==> src/rtl/mux32_2x1_pkg.sv <==
// Shared datapath constants and types for the word-wide 2:1 selector.
package mux32_2x1_pkg;

    localparam int DATA_W = 32;

    typedef logic [DATA_W-1:0] data_t;

    localparam logic SEL_IN0 = 1'b0;
    localparam logic SEL_IN1 = 1'b1;

endpackage : mux32_2x1_pkg

==> src/rtl/mux32_2x1_bit.sv <==
// One-bit 2:1 selector cell in AND/OR/NOT form.
module mux_bit_2x1 (
    input  logic a,
    input  logic b,
    input  logic s,
    output logic y
);

    logic s_n;
    logic pick_a;
    logic pick_b;
    logic agree;

    assign s_n    = ~s;
    assign pick_a = a & s_n;
    assign pick_b = b & s;
    // Consensus term: when a and b agree the output is defined even if s is unknown.
    assign agree  = a & b;
    assign y      = pick_a | pick_b | agree;

endmodule : mux_bit_2x1

==> src/rtl/mux32_2x1.sv <==
// Word-wide 2:1 selector with a combinational output and a registered, valid-qualified copy.
module mux32_2x1
    import mux32_2x1_pkg::*;
#(
    parameter int               WIDTH     = DATA_W,
    parameter logic [WIDTH-1:0] RESET_VAL = '0
) (
    input  logic             Clk,
    input  logic             Rst_n,
    input  logic [WIDTH-1:0] In0,
    input  logic [WIDTH-1:0] In1,
    input  logic             Sel,
    input  logic             Vin,
    output logic [WIDTH-1:0] Y,
    output logic [WIDTH-1:0] Y_q,
    output logic             Vout
);

    for (genvar i = 0; i < WIDTH; i++) begin : g_bit
        mux_bit_2x1 u_bit (
            .a (In0[i]),
            .b (In1[i]),
            .s (Sel),
            .y (Y[i])
        );
    end

    // NOTE: sequential state uses non-blocking assignments so every flop samples pre-edge values.
    always_ff @(posedge Clk or negedge Rst_n) begin
        if (!Rst_n) begin
            Y_q  <= RESET_VAL;
            Vout <= 1'b0;
        end else begin
            Vout <= Vin;
            if (Vin) begin
                Y_q <= Y;
            end
        end
    end

endmodule : mux32_2x1

==> config.mk <==
export PLATFORM = sky130hd
export DESIGN_NAME = mux32_2x1
export DESIGN_NICKNAME = d
export VERILOG_FILES = /design/src/rtl/mux32_2x1_pkg.sv /design/src/rtl/mux32_2x1_bit.sv /design/src/rtl/mux32_2x1.sv
export SDC_FILE = /design/constraint.sdc
export NUM_CORES = 1
export LEC_CHECK = 0
export ABC_AREA = 1
export BUFFER_PORTS_ARGS = -buffer_cell sky130_fd_sc_hd__clkbuf_2
export CORE_MARGIN = 2
export CORE_UTILIZATION = 41
export CTS_BUF_LIST = sky130_fd_sc_hd__clkbuf_4 sky130_fd_sc_hd__clkbuf_8
export DETAILED_ROUTE_END_ITERATION = 10
export GPL_ROUTABILITY_DRIVEN = 0
export PLACE_DENSITY = 0.79
export SYNTH_ARGS = -nofsm -noshare
export SYNTH_HDL_FRONTEND = slang
export SYNTH_SLANG_ARGS = --single-unit
==> constraint.sdc <==
create_clock -name Clk -period 0.8 [get_ports Clk]
set_input_delay 0.04 -clock Clk [delete_from_list [all_inputs] [get_ports Clk]]
set_output_delay 0.04 -clock Clk [all_outputs]
set_load 0.05 [all_outputs]
After elaboration in Yosys (flattened, before gate mapping)
Cells that the tools add are included.
{ "classes": {"bitwise_logic": 161} }
{ "ops": {"columns": ["cell", "n"], "rows": [
  ["AND 1 bit", 96],
  ["bitwise OR 1 bit", 64],
  ["inverter 1 bit", 1]
]} }
{ "word_totals": {"reg_bits": 33, "in_bits": 68, "output_inout_bits": 65, "wordCells": 163} }

Longest topological paths before layout
{ "logic_depth": {"word_depth": 4, "ltp_mapped": 6, "depth_no_buf": 4} }

Hierarchy
From an unflattened synthesis, not the netlist that was laid out.
{ "hier_totals": {"cells_unflattened": 265, "hier_area_um2": 1798.0} }
{ "by_module_without_submodules": {"columns": ["module", "instances", "cells_per_inst", "area_each_um2", "seq_area_each_um2"], "rows": [
  ["mux32_2x1", 1, 137, 1317.5, 825.8],
  ["mux_bit_2x1", 32, 4, 15.0, 0.0]
]} }

Worst setup path before layout
OpenSTA, ideal clock, no wires.
{ "synth_path": {"kind": "reg-to-reg", "from": "register Y_q[0] (netlist name)", "to": "register Y_q[0]", "setup_ps": 118, "arrival_ps": 718, "required_time_ps": 682, "slack_ps": -36, "path_stages_with_launch": 3, "n_path_buf": 0, "synth_period_minus_slack_ps": 836, "path_cell_list": "dfrtp_1 > nand2_1 > nand2_1"} }
{ "synth_lines": {"columns": ["element", "line", "rtl"], "rows": [
  ["end signal: assignment", "mux32_2x1.sv:31", "Y_q <= RESET_VAL;"],
  ["end signal: assignment", "mux32_2x1.sv:36", "Y_q <= Y;"],
  ["end: declaration", "mux32_2x1.sv:15", "output logic [WIDTH-1:0] Y_q,"]
]} }

Worst setup path after layout
{ "layout_path": {"from": "input port Sel", "to": "output port Y[1]"} }
{ "layout_via": {"elab_chain_cells": 4, "word_cells_on_any_way": 5, "classes_between": "5 x bitwise"} }
{ "layout_rtl": {"columns": ["element", "line", "rtl"], "rows": [
  ["start: declaration", "mux32_2x1.sv:12", "input logic Sel,"],
  ["inverter 1 bit", "mux32_2x1_bit.sv:14", "assign s_n = ~s;"],
  ["AND 1 bit", "mux32_2x1_bit.sv:15", "assign pick_a = a & s_n;"],
  ["bitwise OR 1 bit * (2 in series)", "mux32_2x1_bit.sv:19", "assign y = pick_a | pick_b | agree;"],
  ["end: declaration", "mux32_2x1.sv:14", "output logic [WIDTH-1:0] Y,"]
]} }
Every way passes the cells marked *; elsewhere a longest branch is shown, timed or not.

==> flow_summary_export.csv <==
group,metric,value,unit
critical_path,crit_type,"input pin to output pin",
critical_path,setup.worst_path.start_class,"input pin",
synthesis,netlist_area,2280,µm²
placement,dp_hpwl,4.42,mm
power,fin_total_pwr,6.95,mW
route,vias_per_cell,4.70,
placement,port_buffers,132,
synthesis,synth_fp_nets,405,
synthesis,synth-xor-area-share,0,
sta,layout_setup_ws,-0.119,ns
synthesis,synth_top_family_by_area,"simple AND/OR/NAND/NOR gates",
synthesis,yosysWarningCount,0,
critical_path,cp.arrival,0.88,ns
die,dieWidth,78.7,µm
sta,finalSetupViolCount,50,
route,routed_wl,8.64,mm
clocking,numCtsBuffers,5,
synthesis,synth_top_area_share,0.361,
critical_path,slowest_delay,0.16,ns
route,dr_wl_met3,599,µm
synthesis,yosysTopAreaCell,"dfrtp_1",
route,top_layer,"met4",
clocking,clk_transition_reported_paths,0.06,ns
die,initial_core_util,0.420,
flow_run,maxCapViolCount,0,
grt,antenna_found_initial,0,
grt,grt.overflow.total,0,
route,routed-wl-met2,4.73,mm
grt,grt_pass1_wl,12.5,mm
synthesis,synth_adder_area_share,0,
die,num_rows,27,
die,die_height,78.7,µm
die,coreArea,5440,µm²
route,vias,2642,
layout,drive_above_1_share,0.606,
sta,maxSlewHeadroom,0.878,
sta,finalHoldViolCount,0,
sta,rsz0062_at_grt,"yes",
clocking,clockBufferDepth,2,
status,violations,"negative setup slack",
status,outcome,"complete, but fails checks",
layout,nFillCells,319,
route,drc_errors,0,
worst_hold_path,hold_class,"input pin to flip-flop",
power,power_density,1550,nW/µm²
layout,nNetsFinal,557,
power,p_leak,2.59,nW
sta,worst_slew_pin_slew,0.183,ns
synthesis,postSynthCellCount,337,
synthesis,yosysSeqAreaShare,0.361,
die,pin_count,133,
grt,first_global_vias,2666,
layout,synthToLayoutAreaGrowth,95.8,%
clocking,cts_tree,"done",
synthesis,synth_compound_area_frac,0,
layout,antenna_cells,0,
placement,placed_area,3140,µm²
grt,grt_max_degree,34,
critical_path,worstPathCellList,"clkbuf_16 > clkinv_8 > buf_12 > buf_16 > nand2_4 > and2_4 > clkbuf_16",
sta,fmax,1090,MHz
synthesis,yosys-top-cells-area,"dfrtp_1, nand2_1, buf_4",
clocking,htree_levels,2,
critical_path,cp_slowest_cell,"clkbuf_16",
critical_path,worst_setup_path_end_kind,"output pin",
synthesis,yosys.area_share.simple,0.368,
route,wl_met1,3.19,mm
critical_path,cp_max_fo,5,
route,drtIter0Drc,155,
route,dr.pass1.iters,4,
sta,fin_crit,0.919,ns
power,peakVddDrop,1.19,mV
critical_path,crit_top_cell,"clkbuf_16",
synthesis,avgSynthCellArea,6.78,µm²
grt,grtUsageTotal,0.261,
clocking,root_buffer,"clkbuf_8",
sta,skew,0,ns
sta,post-route-period-util,1.15,
route,final_antenna_net_count,0,
layout,final_area,4470,µm²
critical_path,required,0.76,ns
clocking,clkSinkCount,33,
clocking,clk_latency,0.28,ns
route,wire_per_inst,15.4,µm
synthesis,ys_types,9,
synthesis,muxShareOfSynthArea,0,
die,die_area,6190,µm²
sta,drv_slew,0,
synthesis,synth_seq_cells,33,
## cell usage in the layout (no fill, tap or decap)
master         count
dfrtp_2           32
clkbuf_16         12
dlygate4sd3_1      1
dfrtp_1            1
buf_8             53
nand2_1           94
nand2_2           13
nand2_4           21
buf_16             2
buf_4             46
clkbuf_8           6
buf_12            10
clkbuf_4           2
inv_1             65
clkinv_8           1
clkbuf_2          66
buf_6              1
and2_4            32
nand3_1           32
## metal layers
layer,up-vias,global-route usage
li1,1241,-
met4,0,0.0825
met2,133,0.488
met5,-,0
met3,13,0.0701
met1,1255,0.283
## synthesized netlist by cell type
| master | n |
|---|---|
| buf_6 | 8 |
| inv_4 | 1 |
| buf_2 | 3 |
| nand2_1 | 128 |
| inv_1 | 65 |
| and2_1 | 32 |
| dfrtp_1 | 33 |
| nand3_1 | 32 |
| buf_4 | 35 |
## critical path: cells and delay by family
family,cells,cell delay [ns]
buffers and inverters,5,0.62
AND/OR/NAND/NOR,2,0.21
## logic make-up after synthesis
group / after synthesis
flops: 33
buf+inv: 112
simple gates: 192
## power by group
group | total, mW | switching, mW | internal, mW
logic | 3.56 | 1.93 | 1.62
clock network | 1.34 | 0.569 | 0.769
registers | 2.06 | 0.180 | 1.88
## final cells by class
class	instances	area [µm²]	share of cell area
Clock buffer	8	97.6	0.0218
Inverter	66	260	0.0582
Tap cell	72	90.1	0.0201
Sequential cell	33	866	0.194
Timing Repair Buffer	191	2050	0.458
Multi-Input combinational cell	192	1110	0.248
## flip-flops by register name, indices dropped and copies added, names as in the netlist
name and count:
Y_q 32, Vout 1
## stage by stage
step	worst slack, ns	instances	hold WS, ns	setup TNS (ns)	utilization
after floorplan	0.0458	337	-0.256	0	-
after global routing	-0.151	562	0.0850	-5.94	0.822
after CTS	-0.126	557	0.0610	-5.29	0.780
after detailed placement	-0.153	538	0.0250	-6.02	0.576
after global placement	-0.118	538	0.0221	-3.56	0.576
final	-0.119	562	0.0893	-4.43	0.822
## repair_timing
| item | 4_1_cts | 5_1_grt |
|---|---|---|
| buffers inserted | 7 | 7 |
| hold buffers | 1 | 0 |
| setup endpoints to repair | 65 | 66 |
| resized for setup | 196 | 98 |
| pin swaps | 4 | 4 |
| gates cloned | 3 | 0 |
| endpoints found under the hold margin | 33 | 0 |
## path summary, 6_finish.rpt
kind | startpoint | to | slack, ns | depth (start not counted)
max reg2reg | Y_q[18] | Y_q[18] | 0.02 | 3
min in group asynchronous | Rst_n | Y_q[6] | 0.28 | 3
min | In0[20] | Y_q[20] | 0.09 | 5
min reg2reg | Y_q[5] | Y_q[5] | 0.52 | 2
max in group asynchronous | Rst_n | Y_q[23] | 0.33 | 3
max | Sel | Y[1] | -0.12 | 7
Power figures use the tool's default switching activity.
